File: config.mk
export PLATFORM = sky130hd
export DESIGN_NAME = m_execute_unit_flat
export DESIGN_NICKNAME = d
export VERILOG_FILES = /design/src/rtl/m_execute_unit_if.sv /design/src/rtl/m_execute_unit.sv /design/src/flat_wrapper.sv
export SDC_FILE = /design/constraint.sdc
export NUM_CORES = 2
export LEC_CHECK = 0
export BUFFER_PORTS_ARGS = -buffer_cell sky130_fd_sc_hd__buf_4
export CORE_AREA = 2 2 318 320
export DETAILED_ROUTE_END_ITERATION = 6
export DIE_AREA = 0 0 320 322
export PLACE_DENSITY = 0.72
export SLEW_MARGIN = 25
export SYNTH_ARGS = -nofsm -noshare
export SYNTH_HDL_FRONTEND = slang
export SYNTH_SLANG_ARGS = --single-unit
File: constraint.sdc
create_clock -name clock -period 26.8 [get_ports clock]
set_input_delay 5.36 -clock clock [delete_from_list [all_inputs] [get_ports clock]]
set_output_delay 5.36 -clock clock [all_outputs]
set_load 0.005 [all_outputs]
File: src/rtl/m_execute_unit_if.sv
// Request/response bundle between the M-extension decoder and the execute unit.
// master: decoder side (drives start/op/operands/kill); slave: execute unit.
interface m_execute_unit_if #(
  parameter int DATA_WIDTH = 64
);
  logic                  start;
  logic [5:0]            ALU_operation;
  logic [DATA_WIDTH-1:0] operand_A;
  logic [DATA_WIDTH-1:0] operand_B;
  logic                  kill;
  logic                  ready;
  logic                  valid;
  logic [DATA_WIDTH-1:0] result;

  modport master (
    output start, ALU_operation, operand_A, operand_B, kill,
    input  ready, valid, result
  );

  modport slave (
    input  start, ALU_operation, operand_A, operand_B, kill,
    output ready, valid, result
  );
endinterface

File: src/rtl/m_execute_unit.sv
// Iterative RV64M/RV32M multiply/divide unit, one bit per cycle, fixed latency.
// Ports: clock, reset (async, active-high), bus (slave: start, ALU_operation,
// operand_A, operand_B, kill in; ready, valid, result out).
module m_execute_unit #(
  parameter int DATA_WIDTH = 64
) (
  input logic             clock,
  input logic             reset,
  m_execute_unit_if.slave bus
);
  localparam int W = DATA_WIDTH;

  typedef enum logic [2:0] {IDLE, PREP, CALC, FIXUP, DONE} state_t;

  typedef enum logic [5:0] {
    OP_MUL   = 6'd20, OP_MULH  = 6'd21, OP_MULHU = 6'd22, OP_MULHSU = 6'd23,
    OP_DIV   = 6'd24, OP_DIVU  = 6'd25, OP_REM   = 6'd26, OP_REMU   = 6'd27,
    OP_MULW  = 6'd28, OP_DIVW  = 6'd29, OP_DIVUW = 6'd30, OP_REMW   = 6'd31,
    OP_REMUW = 6'd32
  } op_t;

  state_t         state, state_nxt;
  op_t            op_q;
  logic [W-1:0]   a_q, b_q;
  logic [2*W-1:0] mcand, prod;
  logic [W-1:0]   mplier, dvs, quo, rem;
  logic [6:0]     cnt;
  logic           neg_main, neg_rem, div_zero;
  logic [W-1:0]   result_q;

  logic           legal, accept;
  logic           w_op, a_sgn_op, b_sgn_op;
  logic [W-1:0]   a_ext, b_ext, a_mag, b_mag;
  logic           a_neg, b_neg;
  logic [W:0]     sh;
  logic           ge;
  logic [W-1:0]   diff;
  logic [2*W-1:0] prod_s;
  logic [W-1:0]   quo_s, rem_s, fix_val;

  function automatic logic [W-1:0] sx32(input logic [31:0] v);
    return W'(signed'(v));
  endfunction

  always_comb begin
    legal = (bus.ALU_operation >= 6'd20 && bus.ALU_operation <= 6'd27) ||
            (W == 64 && bus.ALU_operation >= 6'd28 && bus.ALU_operation <= 6'd32);
    accept = bus.start && legal && !bus.kill;
  end

  // Operand conditioning for PREP: extend W-op operands, then take magnitudes.
  always_comb begin
    w_op     = op_q inside {OP_MULW, OP_DIVW, OP_DIVUW, OP_REMW, OP_REMUW};
    a_sgn_op = op_q inside {OP_MULH, OP_MULHSU, OP_DIV, OP_REM, OP_DIVW, OP_REMW};
    b_sgn_op = op_q inside {OP_MULH, OP_DIV, OP_REM, OP_DIVW, OP_REMW};
    a_ext    = a_q;
    b_ext    = b_q;
    if (w_op) begin
      a_ext = a_sgn_op ? sx32(a_q[31:0]) : W'(a_q[31:0]);
      b_ext = b_sgn_op ? sx32(b_q[31:0]) : W'(b_q[31:0]);
    end
    a_neg = a_sgn_op && a_ext[W-1];
    b_neg = b_sgn_op && b_ext[W-1];
    a_mag = a_neg ? -a_ext : a_ext;
    b_mag = b_neg ? -b_ext : b_ext;
  end

  // Restoring divide step; diff only needs W bits because it is used only when sh >= dvs.
  always_comb begin
    sh   = {rem, quo[W-1]};
    ge   = sh >= {1'b0, dvs};
    diff = sh[W-1:0] - dvs;
  end

  always_comb begin
    prod_s  = neg_main ? -prod : prod;
    quo_s   = div_zero ? '1 : (neg_main ? -quo : quo);
    rem_s   = neg_rem ? -rem : rem;
    fix_val = '0;
    case (op_q)
      OP_MUL:                       fix_val = prod_s[W-1:0];
      OP_MULH, OP_MULHU, OP_MULHSU: fix_val = prod_s[2*W-1:W];
      OP_MULW:                      fix_val = sx32(prod_s[31:0]);
      OP_DIV, OP_DIVU:              fix_val = quo_s;
      OP_REM, OP_REMU:              fix_val = rem_s;
      OP_DIVW, OP_DIVUW:            fix_val = sx32(quo_s[31:0]);
      OP_REMW, OP_REMUW:            fix_val = sx32(rem_s[31:0]);
      default:                      fix_val = '0;
    endcase
  end

  always_ff @(posedge clock or posedge reset) begin
    if (reset) state <= IDLE;
    else       state <= state_nxt;
  end

  always_comb begin
    state_nxt = state;
    case (state)
      IDLE:  if (accept) state_nxt = PREP;
      PREP:  state_nxt = bus.kill ? IDLE : CALC;
      CALC:  if (bus.kill) state_nxt = IDLE;
             else if (cnt == 7'd1) state_nxt = FIXUP;
      FIXUP: state_nxt = bus.kill ? IDLE : DONE;
      DONE:  state_nxt = IDLE;
      default: state_nxt = IDLE;
    endcase
  end

  always_comb begin
    bus.ready  = (state == IDLE);
    bus.valid  = (state == DONE);
    bus.result = result_q;
  end

  always_ff @(posedge clock or posedge reset) begin
    if (reset) begin
      op_q     <= OP_MUL;
      a_q      <= '0;
      b_q      <= '0;
      mcand    <= '0;
      prod     <= '0;
      mplier   <= '0;
      dvs      <= '0;
      quo      <= '0;
      rem      <= '0;
      cnt      <= '0;
      neg_main <= 1'b0;
      neg_rem  <= 1'b0;
      div_zero <= 1'b0;
      result_q <= '0;
    end else begin
      case (state)
        IDLE: begin
          if (accept) begin
            op_q <= op_t'(bus.ALU_operation);
            a_q  <= bus.operand_A;
            b_q  <= bus.operand_B;
          end
        end
        PREP: begin
          mcand    <= (2*W)'(a_mag);
          mplier   <= b_mag;
          prod     <= '0;
          dvs      <= b_mag;
          // W-op dividends are pre-aligned to the top so 32 steps consume them fully.
          quo      <= w_op ? (a_mag << 32) : a_mag;
          rem      <= '0;
          cnt      <= w_op ? 7'd32 : 7'(W);
          neg_main <= a_neg ^ b_neg;
          neg_rem  <= a_neg;
          div_zero <= (b_ext == '0);
        end
        CALC: begin
          if (mplier[0]) prod <= prod + mcand;
          mcand  <= mcand << 1;
          mplier <= mplier >> 1;
          rem    <= ge ? diff : sh[W-1:0];
          quo    <= {quo[W-2:0], ge};
          cnt    <= cnt - 7'd1;
        end
        FIXUP: begin
          if (!bus.kill) result_q <= fix_val;
        end
        default: ;
      endcase
    end
  end
endmodule

File: src/flat_wrapper.sv
// flat-port wrapper written by rule: the top's interface ports become plain ports
module m_execute_unit_flat 
#(
  parameter int DATA_WIDTH = 64
)
  (clock, reset, bus_start, bus_ALU_operation, bus_operand_A, bus_operand_B, bus_kill, bus_ready, bus_valid, bus_result);
  m_execute_unit_if #(.DATA_WIDTH(DATA_WIDTH)) bus_i ();
  input logic clock;
  input logic reset;
  input wire logic [$bits(bus_i.start)-1:0] bus_start;
  input wire logic [$bits(bus_i.ALU_operation)-1:0] bus_ALU_operation;
  input wire logic [$bits(bus_i.operand_A)-1:0] bus_operand_A;
  input wire logic [$bits(bus_i.operand_B)-1:0] bus_operand_B;
  input wire logic [$bits(bus_i.kill)-1:0] bus_kill;
  output wire logic [$bits(bus_i.ready)-1:0] bus_ready;
  output wire logic [$bits(bus_i.valid)-1:0] bus_valid;
  output wire logic [$bits(bus_i.result)-1:0] bus_result;
  assign bus_i.start = bus_start;
  assign bus_i.ALU_operation = bus_ALU_operation;
  assign bus_i.operand_A = bus_operand_A;
  assign bus_i.operand_B = bus_operand_B;
  assign bus_i.kill = bus_kill;
  assign bus_ready = bus_i.ready;
  assign bus_valid = bus_i.valid;
  assign bus_result = bus_i.result;
  m_execute_unit #(.DATA_WIDTH(DATA_WIDTH)) u_core (.clock(clock), .reset(reset), .bus(bus_i));
endmodule
==> results.txt <==
status: finished, violations left
failing checks: DRC
fraction of layout cells with a size suffix above 1: 10.31%
area post-placement: 51730 um2
GR Overflow Total: 0
Sequential Power Share: 32.5%
post-route ant nets: 0
P_leak: 23.53 nW
RSZ-0062 raised after global routing: false
Crit Path Max Fanout: 158
peak supply drop: 0.00009975 V
syn nets: 6081
Cells after Synth: 5743
worst hold slack: 0.4724 ns
Cell Count, Final, Fillers Out: 7087
Switch Pwr: 2.566 mW
Placed Cells: 6931
switch share: 45.02%
setup TNS: 0 ns
core area: 99570 um2
ys flop type: dfrtp_1
#FFs+latches synth: 723
final WL: 173900 um
Most Crowded Layer GR: met2
Crit path max-delay family: buffers and inverters
Hold Fails Final Rpt: 0
Tcrit/Tclk final: 28.96%
number of synthesized flops with an enable pin: 0
clock sink count: 723
leading area contributor after synthesis: dfrtp_1
Setup CP Type: in -> async
CP Capture Type: async pin
fin worst setup slack: 19.04 ns
CP cell instances: buf_4 > inv_8 > buf_12 > buf_4 > buf_4
Worst Path Buf+Inv: 5
post-layout min period: 7.762 ns
WP data arrival: 8.45 ns
Starting DRT DRC Count: 5552
RePlAce Congestion: 1.086
vias in the first global route: 42540
Die Wd: 320 um
Worst Path Required: 27.49 ns
Setup-failing EPs final: 0
post-CTS setup buffers: 0
area delta synth->final: 10.78%
max-slew violations: 0
grt met2 use: 48.59%
CTS max path bufs: 3
sequential share of the synthesized area: 36.59%
PD cells: 104.0 nW/um2
Antenna Cells: 0
Post-DP HPWL: 131400 um
via count: 46360
Post-CTS Resized: 0
async set-reset flop share out of synthesis: 100.0%
yosys warns: 0
fmax: 0.1288 GHz
CTS Buf Count: 83
cell area after synthesis: 49450 um2
Root Buffer: clkbuf_16
number of library cell types mapped by synthesis: 83
GR Util met1: 48.41%
DR DRC count: 2
vias per std cell: 6.541
post-route design area: 54780 um2
post-DR wirelength/cell: 24.54 um
largest net degree at the start of global routing: 176
GRT met3 Usage: 5.992%
Die Ht: 322 um
maxcap violations: 0
worst hold path type: reg -> reg
DR pass1 iterations: 7
most instantiated cells after synthesis: 721 x dfrtp_1, 704 x o21ai_0, 483 x nand2_1
Worst Max-Slew Pin Slew: 1.094 ns
Area contributors post-synth: dfrtp_1 36%, o21ai_0 7.1%, xnor2_1 5.6%
clock network fraction of total power: 21.9%
power share of the combinational group: 45.6%
Final nets: 6058
first-pass GRT wire length: 265300 um
slowest CP cell: buf_4
CTS Hold Bufs: 0
H-tree Lvls: 3
Post-Place Setup Slack: 18.12 ns
Worst-Skew Late Latency: 0.68 ns
Worst Skew: 0.01849 ns
top-count cell post-synth: dfrtp_1
IO Port Bufs: 203
most frequent CP cell: buf_4
Initial Utilization: 49.67%
post-synth top area share: 36.49%
slowest stage delay, CP: 0.79 ns
initial antenna violation count: 4
Slew HR: 26.16%
Reg clk slew, reported paths: 0.06 ns
die area: 103000 um2
TritonCTS clock tree: yes
FP Rows: 116
crit path launch type: input pin
cell internal pwr: 3.133 mW
I/O Pins: 204
GRT Util Overall: 33.17%
syn_area_per_cell: 8.611 um2
## worst register-to-register path, delay by kind of cell (launching register included)
| family | cells | cell delay (ns) |
|---|---|---|
| compound gates | 3 | 1.07 |
| simple gates | 8 | 3.94 |
| flops | 1 | 0.46 |
| xor+xnor | 1 | 0.15 |
## power by group through the flow
stage	sequential [mW]	combinational [mW]	clock, mW
2_1_floorplan	1.63	1.92	0
6_report	1.86	2.60	1.25
3_3_place_gp	1.83	2.49	0
3_5_place_dp	1.84	2.52	0
5_1_grt	1.88	2.84	1.31
4_1_cts	1.83	2.53	1.26
## through the flow
stage,util [%],total power [mW]
after detailed placement,51.96,4.361
after global routing,55.02,6.023
after floorplan,-,3.548
after CTS,54.96,5.619
final,55.02,5.699
after global placement,51.96,4.318
## flip-flops by register name (all words and copies together) (netlist names), 3 cells and up
signal / cells
u_core.a_q: 64
u_core.b_q: 64
u_core.bus.result: 64
u_core.cnt: 7
u_core.dvs: 64
u_core.mcand: 128
u_core.mplier: 64
u_core.op_q: 6
u_core.prod: 128
u_core.quo: 64
u_core.rem: 64
u_core.state: 3
## layer usage
metal  wire length, um  up-vias  share of wire, %
li1                  -    21190                 -
met1             76100    22540                44
met2             73390     2296                42
met3             16970      325               9.8
met4              7403        4               4.3
met5                27        -             0.016
## final timing paths
check / slack, ns / cells past startpoint / start / endpoint
min in group asynchronous: 4.77 / 2 / reset / u_core.a_q[33]
worst max-delay path: 19.04 / 5 / reset / u_core.mcand[113]
max in group clock: 19.29 / 8 / bus_kill / u_core.bus.result[55]
worst min register to register: 0.47 / 1 / u_core.dvs[36] / u_core.dvs[36]
worst max register to register: 21.03 / 12 / u_core.prod[2] / u_core.bus.result[51]
worst min-delay path: 0.47 / 1 / u_core.dvs[36] / u_core.dvs[36]
## layout by cell type, fill, tap and decap left out, types with 40 or more instances in the layout
cell       count
a21o_1       141
a21oi_1      432
a221o_1       55
a22o_1        76
a22oi_1      148
a31oi_1       50
buf_4        253
clkbuf_16     85
dfrtp_1      720
ha_1         198
inv_1        149
mux2_2       126
nand2_1      481
nand3_1      182
nand4_1       71
nor2_1       347
nor3_1        88
nor4_1        40
o21ai_0      704
o21bai_1      42
o221ai_1      57
o31ai_1      111
o41ai_1       43
or3_1         83
or4_1         52
xnor2_1      314
xor2_1       209
## cell families after synthesis
family | after synthesis | share of synthesized area [%]
compound gates | 2092 | 26.91
simple gates | 1551 | 15.11
flops | 723 | 36.59
xor+xnor | 523 | 9.263
buf+inv | 517 | 3.947
fa+ha+maj | 200 | 5.091
mux | 137 | 3.092
## cell type report
class                           instances  area, um2
Clock buffer                          114       2366
Sequential cell                       723      18100
Tap cell                             1298       1624
Multi-Input combinational cell       4503      29490
Timing Repair Buffer                  259       2017
Clock inverter                         40      616.8
Fill cell                            9163      44780
Inverter                              150      570.5
Note: power is estimated with default switching activity, not from simulation.
